File: src/rtl/dt_pkg.sv
// rtl/dt_pkg.sv - shared DT image geometry, bus widths and packer state type
package dt_pkg;

  localparam int IMG_W  = 128;
  localparam int IMG_H  = 128;
  localparam int RES_AW = 14;
  localparam int STI_AW = 10;
  localparam int WORD_W = 16;

  typedef enum logic [1:0] {
    PK_IDLE  = 2'd0,
    PK_RUN   = 2'd1,
    PK_DRAIN = 2'd2,
    PK_FIN   = 2'd3
  } pk_state_e;

endpackage

File: src/rtl/dt_bit_packer.sv
// rtl/dt_bit_packer.sv - MSB-first 16-pixel bit packer with 4-bit fill count
module dt_bit_packer
  import dt_pkg::*;
(
  input  logic              clk,
  input  logic              reset,
  input  logic              clear,
  input  logic              pix_bit,
  input  logic              valid,
  output logic [WORD_W-1:0] word,
  output logic              word_valid
);

  // Only 15 bits are stored; the 16th bit completes the word combinationally
  // so the word is presented on the same edge its last pixel arrives.
  logic [WORD_W-2:0] sr;
  logic [3:0]        fill;

  assign word       = {sr, pix_bit};
  assign word_valid = valid && (fill == 4'd15);

  always_ff @(posedge clk) begin
    if (reset || clear) begin
      sr   <= '0;
      fill <= '0;
    end else if (valid) begin
      sr   <= word[WORD_W-2:0];
      fill <= fill + 4'd1;
    end
  end

endmodule

File: src/rtl/dt_res_packer.sv
// rtl/dt_res_packer.sv - streams the DT result map, thresholds and packs it 16 pixels per word
module dt_res_packer
  import dt_pkg::*;
#(
  parameter int IMG_W  = dt_pkg::IMG_W,
  parameter int IMG_H  = dt_pkg::IMG_H,
  parameter int THRESH = 1
) (
  input  logic              clk,
  input  logic              reset,
  input  logic              start,
  output logic              busy,
  output logic              done,
  output logic              res_rd,
  output logic [RES_AW-1:0] res_addr,
  input  logic [7:0]        res_di,
  output logic              pk_wr,
  output logic [STI_AW-1:0] pk_addr,
  output logic [WORD_W-1:0] pk_do,
  output logic [14:0]       obj_cnt,
  output logic [7:0]        max_dist
);

  localparam int                N          = IMG_W * IMG_H;
  localparam logic [RES_AW-1:0] LAST_ISSUE = RES_AW'(N - 2);
  localparam logic [7:0]        THR        = 8'(THRESH);

  pk_state_e         state;
  logic              accept;
  logic              pix_hit;
  logic [WORD_W-1:0] word;
  logic              word_valid;

  assign accept  = (state == PK_IDLE) && start;
  assign pix_hit = (res_di >= THR);

  // res_rd high means res_di holds the pixel at res_addr this cycle.
  dt_bit_packer u_pack (
    .clk        (clk),
    .reset      (reset),
    .clear      (accept),
    .pix_bit    (pix_hit),
    .valid      (res_rd),
    .word       (word),
    .word_valid (word_valid)
  );

  always_ff @(posedge clk) begin
    if (reset) begin
      state    <= PK_IDLE;
      busy     <= 1'b0;
      done     <= 1'b0;
      res_rd   <= 1'b0;
      res_addr <= '0;
      pk_wr    <= 1'b0;
      pk_addr  <= '0;
      pk_do    <= '0;
      obj_cnt  <= '0;
      max_dist <= '0;
    end else begin
      pk_wr <= word_valid;
      if (word_valid) begin
        pk_addr <= res_addr[RES_AW-1:4];
        pk_do   <= word;
      end

      if (res_rd) begin
        obj_cnt <= obj_cnt + 15'(pix_hit);
        if (res_di > max_dist) max_dist <= res_di;
      end

      case (state)
        PK_IDLE: begin
          if (start) begin
            state    <= PK_RUN;
            res_rd   <= 1'b1;
            res_addr <= '0;
            busy     <= 1'b1;
            done     <= 1'b0;
            obj_cnt  <= '0;
            max_dist <= '0;
          end
        end
        PK_RUN: begin
          res_addr <= res_addr + 1'b1;
          if (res_addr == LAST_ISSUE) state <= PK_DRAIN;
        end
        // Address N-1 is on the bus; its pixel is consumed this edge.
        PK_DRAIN: begin
          res_rd <= 1'b0;
          state  <= PK_FIN;
        end
        PK_FIN: begin
          busy  <= 1'b0;
          done  <= 1'b1;
          state <= PK_IDLE;
        end
        default: state <= PK_IDLE;
      endcase
    end
  end

endmodule

File: config.mk
export PLATFORM = sky130hd
export DESIGN_NAME = dt_res_packer
export DESIGN_NICKNAME = d
export VERILOG_FILES = /design/src/rtl/dt_pkg.sv /design/src/rtl/dt_bit_packer.sv /design/src/rtl/dt_res_packer.sv
export SDC_FILE = /design/constraint.sdc
export NUM_CORES = 1
export LEC_CHECK = 0
export ABC_AREA = 1
export BUFFER_PORTS_ARGS = -buffer_cell sky130_fd_sc_hd__buf_2
export CORE_ASPECT_RATIO = 0.75
export CORE_MARGIN = 4
export CORE_UTILIZATION = 30
export CTS_CLUSTER_SIZE = 25
export DETAILED_ROUTE_END_ITERATION = 10
export GPL_ROUTABILITY_DRIVEN = 0
export HOLD_SLACK_MARGIN = 0.1
export PLACE_DENSITY_LB_ADDON = 0.3
export SLEW_MARGIN = 20
export SYNTH_ARGS = -nofsm -noshare
export SYNTH_HDL_FRONTEND = slang
export SYNTH_SLANG_ARGS = --single-unit
File: constraint.sdc
create_clock -name clk -period 4 [get_ports clk]
set_input_delay 1.2 -clock clk [delete_from_list [all_inputs] [get_ports clk]]
set_output_delay 1.2 -clock clk [all_outputs]
set_load 0.05 [all_outputs]
* Word-level counts from Yosys, hierarchy flattened *
Index checks and enable logic that the tools add are counted.

word-level totals
  register bits = 88
  bits in latches = 0
  RAM bits = 0
  bits in read-only memories = 0
  input port bits = 11
  output and inout port bits = 67
  logic and storage cells = 52
  memories = 0

operators by class
  add/subtract/negate cells = 3
  multipliers = 0
  div/mod/pow operators = 0
  order comparisons = 2
  equal/unequal tests = 7
  shift operators = 0
  muxes and demuxes = 17
  bitwise logic cells = 0
  reductions and logical operators = 11

operators with widths
  operator               count
  $mux 15                3
  $mux 8                 4
  $pmux 14 s2            1
  $add 15x1->15          1
  $add 14x1->14 const B  1
  $eq 14x14->1 const B   1
  $mux 14                1
  $ge 8x1->1 const B     1
  $gt 8x8->1             1
  $pmux 2 s4             1
  $reduce_and 2->1       4
  $pmux 1 s2             3
  $reduce_bool 2->1      3
  $add 4x1->4 const B    1
  $eq 2x2->1 const B     2
  $eq 4x4->1 const B     1
  $mux 2                 2
  $ne 2x2->1 const B     2
  $eq 2x1->1 const B     1
  $logic_and 1x1->1      2
  $logic_not 2->1        1
  $mux 1                 2
  $logic_or 1x1->1       1

* Logic depth before layout (Yosys ltp) *
  word-level depth = 5
  gate-level depth with buffers = 13
  depth with buffers taken out = 12

* Modules after synthesis *
From an unflattened synthesis, not the netlist that was laid out.

second synthesis, totals
  cells, all modules = 528
  area total of the unflattened synthesis = 3891.2 um2

modules (own cells, without submodules)
  module         times used  cells an instance  area each (um2)  seq. area each (um2)
  dt_res_packer  1           437                3160.5           1381.3
  dt_bit_packer  1           91                 730.7            380.4

* Worst setup path before layout *
OpenSTA, ideal clock, no wires.

  path type = input -> register
  start point = input res_di[3]
  end point = register obj_cnt[10]
  setup time = 0.119 ns
  arrival time = 2.436 ns
  data required time = 3.881 ns
  slack = 1.445 ns
  stages = 11
  path through = inv_1 > nand2_1 > nor3_1 > nand3_1 > ha_1 > ha_1 > nand3_1 > nor3_4 > nand2_1 > o21ai_0 > a21oi_1

between the ends
  longest elaborated chain between the ends = 5

ends and longest elaborated chain
  what                  RTL line             RTL
  start, declared       dt_res_packer.sv:16  input logic [7:0] res_di,
  $ge 8x1->1 (*)        dt_res_packer.sv:35  assign pix_hit = (res_di >= THR);
  named net pix_hit     dt_res_packer.sv:30  logic pix_hit;
  $add 15x1->15 (*)     dt_res_packer.sv:68  obj_cnt <= obj_cnt + 15'(pix_hit);
  $mux 15 (*)           dt_res_packer.sv:67  if (res_rd) begin
  $mux 15               dt_res_packer.sv:74  if (start) begin
  $mux 15 (*)           dt_res_packer.sv:72  case (state)
  end signal, assigned  dt_res_packer.sv:68
  end, declared         dt_res_packer.sv:20  output logic [14:0] obj_cnt,

The timed path passes the listed nets; every way through them passes the cells marked *.
A chain may end at the register's enable or synchronous reset.

==> flow_metrics.env <==
export IMPL_grt_max_degree=35
export IMPL_dr_first_iter_drc_count=129
export IMPL_grt_first_pass_wirelength_microns=15600
export IMPL_core_area_sq_um=12600
export IMPL_path_class="input port to flop"
export IMPL_power_per_cell_area_nw_per_um2=498
export IMPL_minimum_setup_slack_after_placement_ns=1.02
export IMPL_arrival_ns=2.85
export IMPL_design_portCount=78
export IMPL_chipHeight_microns=107
export IMPL_synth_xor_xnor_area_share_pct=0.445
export IMPL_irDropWorstVdd_mv=0.255
export IMPL_setup_reg_to_reg_worst_slack_ns=1.73
export IMPL_synth_net_count=551
export IMPL_syn_inst_count=523
export IMPL_number_of_buffers_inserted_by_port_buffering=77
export IMPL_grt_setup_unrepaired="false"
export IMPL_ys_seq_elements=88
export IMPL_diodes_inserted=0
export IMPL_finClkSkew_ns=0.00529
export IMPL_cts_max_path_buffers=2
export IMPL_leading_post_synthesis_cells_by_instance_count="97 x sky130_fd_sc_hd__nand2_1, 88 x sky130_fd_sc_hd__dfxtp_1, 87 x sky130_fd_sc_hd__nor2_1"
export IMPL_worst_pin_slew_ns=0.656
export IMPL_area_delta_synth_final_pct=20.4
export IMPL_floorplan_die_area_sq_um=15000
export IMPL_total_negative_setup_slacks_ns=0
export IMPL_timing_final_setup_violations=0
export IMPL_clock_root_buffer="sky130_fd_sc_hd__clkbuf_16"
export IMPL_worstReg2RegStart="res_rd"
export IMPL_post_synth_top_area_cell="sky130_fd_sc_hd__dfxtp_1"
export IMPL_min_path_cells=2
export IMPL_cts_hold_buffers_added=0
export IMPL_n_fill_cell=1294
export IMPL_layout_worst_path_cycle_share_pct=64.9
export IMPL_finish_net_count=623
export IMPL_clkTransAtPathRegs_ns=0.06
export IMPL_grt_overflow=0
export IMPL_postLayoutSetupSlackWorst_ns=1.40
export IMPL_vias_in_the_first_global_route=3155
export IMPL_cap_viol_max_count=0
export IMPL_worst_setup_path_end_kind="flop"
export IMPL_routed_via_density=4.48
export IMPL_die_x_microns=140
export IMPL_synth_compound_area_share_pct=13.9
export IMPL_routed_wirelength_microns=9450
export IMPL_floorplan_initialDensity_pct=31.3
export IMPL_synth_top_cell_area_share_pct=44.8
export IMPL_routed_via_count=3420
export IMPL_htree_num_levels=3
export IMPL_cts_post_setup_buffers_inserted=0
export IMPL_post_synth_main_area_contributors="sky130_fd_sc_hd__dfxtp_1 45%, sky130_fd_sc_hd__nand2_1 9.3%, sky130_fd_sc_hd__nor2_1 8.3%"
export IMPL_clock_latency_ns=0.33
export IMPL_reg2reg_depth=6
export IMPL_final_min_clock_period_ns=2.60
export IMPL_min_from="done"
export IMPL_yosys_area_share_simple_pct=27.9
export IMPL_synth_sequential_area_ratio_pct=44.8
export IMPL_detail_route_antenna_nets=0
export IMPL_wl_per_cell_microns=12.4
export IMPL_outcome="finished, final reports clean"
export IMPL_final_max_slew_viol_count=0
export IMPL_leakage_nw=2.11
export IMPL_final_layout_size_suffix_gt1_share_pct=19.8
export IMPL_hold_viol_final=0
export IMPL_drt_pre_antenna_iters=5
export IMPL_kind_of_path_behind_the_tightest_hold_check="flop to flop"
export IMPL_dp_final_hpwl_microns=6890
export IMPL_biggest_fanout_along_the_worst_timing_path=31
export IMPL_core_rowCount=35
export IMPL_synthesis_yosys_warnings=0
export IMPL_post_cts_resized=0
export IMPL_synthMostInstantiatedCell="sky130_fd_sc_hd__nand2_1"
export IMPL_worst_path_required_time_ns=4.26
export IMPL_cts_made_buffers=9
export IMPL_adder_and_majority_cell_fraction_of_the_synthesized_area_pct=5.41
export IMPL_synth_edf_count=0
export IMPL_asyncSetResetFlopFracSynth_pct=0
export IMPL_synth_top_family_by_area="simple AND/OR/NAND/NOR gates"
export IMPL_overall_global_routing_usage_pct=12.7
export IMPL_distinct_cell_type_count_after_synthesis=36
export IMPL_synth_cell_area_sq_um=3940
export IMPL_max_slew_margin_pct=56.2
export IMPL_worstSetupStartpointType="input port"
export IMPL_drc=0
export IMPL_hold_path_endpoint="done"
export IMPL_syn_avg_cell_area_sq_um=7.52
export IMPL_clock_sink_count=88
export IMPL_yosys_most_used_dff="sky130_fd_sc_hd__dfxtp_1"
export IMPL_achievable_frequency_mhz=385
export IMPL_tritoncts="built"
export IMPL_synth_mux_area_share_pct=0
export IMPL_number_of_antenna_violations_at_the_first_check_in_global_routing=0
export IMPL_worstReg2RegEnd="pk_do[3]"
==> flip-flops by register name (all words and copies together), names as in the netlist <==
name	flops
pk_do	16
obj_cnt	15
u_pack.sr	15
res_addr	14
pk_addr	10
max_dist	8
u_pack.fill	4
state	2
busy	1
done	1
pk_wr	1
res_rd	1
==> where the power goes <==
part           total, mW  internal [mW]  switching, mW
logic              0.546          0.153          0.394
clock network      0.854          0.535          0.319
registers          0.960          0.921         0.0390
==> per-stage QoR <==
| step | area, sq um | cells | utilization [%] | hold slack (ns) | total power, mW |
|---|---|---|---|---|---|
| floorplan | 3940 | 523 | - | 0.441 | 1.42 |
| global placement | 4440 | 750 | 35.3 | 0.459 | 1.52 |
| detailed placement | 4440 | 750 | 35.3 | 0.466 | 1.53 |
| CTS | 4740 | 763 | 37.7 | 0.476 | 2.40 |
| global route | 4740 | 763 | 37.7 | 0.506 | 2.50 |
| finish | 4740 | 763 | 37.7 | 0.469 | 2.36 |
==> routing by layer <==
| metal | vias to the layer above | wire, microns | global-route usage (%) |
|---|---|---|---|
| met1 | 1521 | 5060 | 18.0 |
| met2 | 59 | 3940 | 18.7 |
| met5 | - | 0 | 0 |
| met4 | 0 | 34 | 2.63 |
| met3 | 2 | 422 | 4.46 |
| li1 | 1838 | - | - |
==> worst max-delay path, stage by stage <==
cell	delay, ns
sky130_fd_sc_hd__buf_2	0.14
sky130_fd_sc_hd__inv_2	0.34
sky130_fd_sc_hd__nand2_1	0.10
sky130_fd_sc_hd__buf_4	0.23
sky130_fd_sc_hd__inv_1	0.48
sky130_fd_sc_hd__o21ai_0	0.19
sky130_fd_sc_hd__a21oi_1	0.16
==> cells by family after synthesis <==
kind of cell	count (synthesis)
simple gates	244
xor+xnor	2
buf+inv	70
compound gates	102
flops	88
fa+ha+maj	17
==> placed cells by master, fill, tap and decap left out, types with 9 or more instances in the layout <==
| cell | netlist | final |
|---|---|---|
| sky130_fd_sc_hd__nand4_1 | 12 | 12 |
| sky130_fd_sc_hd__dfxtp_1 | 88 | 88 |
| sky130_fd_sc_hd__inv_1 | 49 | 49 |
| sky130_fd_sc_hd__clkbuf_16 | 0 | 9 |
| sky130_fd_sc_hd__nand3_1 | 19 | 19 |
| sky130_fd_sc_hd__nor2_1 | 87 | 87 |
| sky130_fd_sc_hd__nand2_1 | 97 | 97 |
| sky130_fd_sc_hd__ha_1 | 17 | 17 |
| sky130_fd_sc_hd__buf_2 | 10 | 77 |
| sky130_fd_sc_hd__a21oi_1 | 53 | 53 |
| sky130_fd_sc_hd__o21ai_0 | 39 | 39 |
==> how the worst max path moves through the flow <==
stage,startpoint,end,slack [ns],cells past startpoint
2_1_floorplan,res_di[3],obj_cnt[10],1.44,11
3_3_place_gp,reset,obj_cnt[10],1.10,7
3_5_place_dp,reset,obj_cnt[11],1.02,7
4_1_cts,reset,obj_cnt[11],1.37,7
5_1_grt,reset,obj_cnt[5],1.21,7
6_report,reset,obj_cnt[11],1.40,7
==> final cells by class <==
type,instances,area (sq um),area share [%]
multi-input combinational,365,1880,39.6
sequential,88,1760,37.2
timing repair buffer,79,400,8.45
clock buffer,9,225,4.75
tap,166,208,4.38
inverter,52,195,4.12
clock inverter,4,72.6,1.53
No activity file was read; power rests on OpenSTA's default activity.
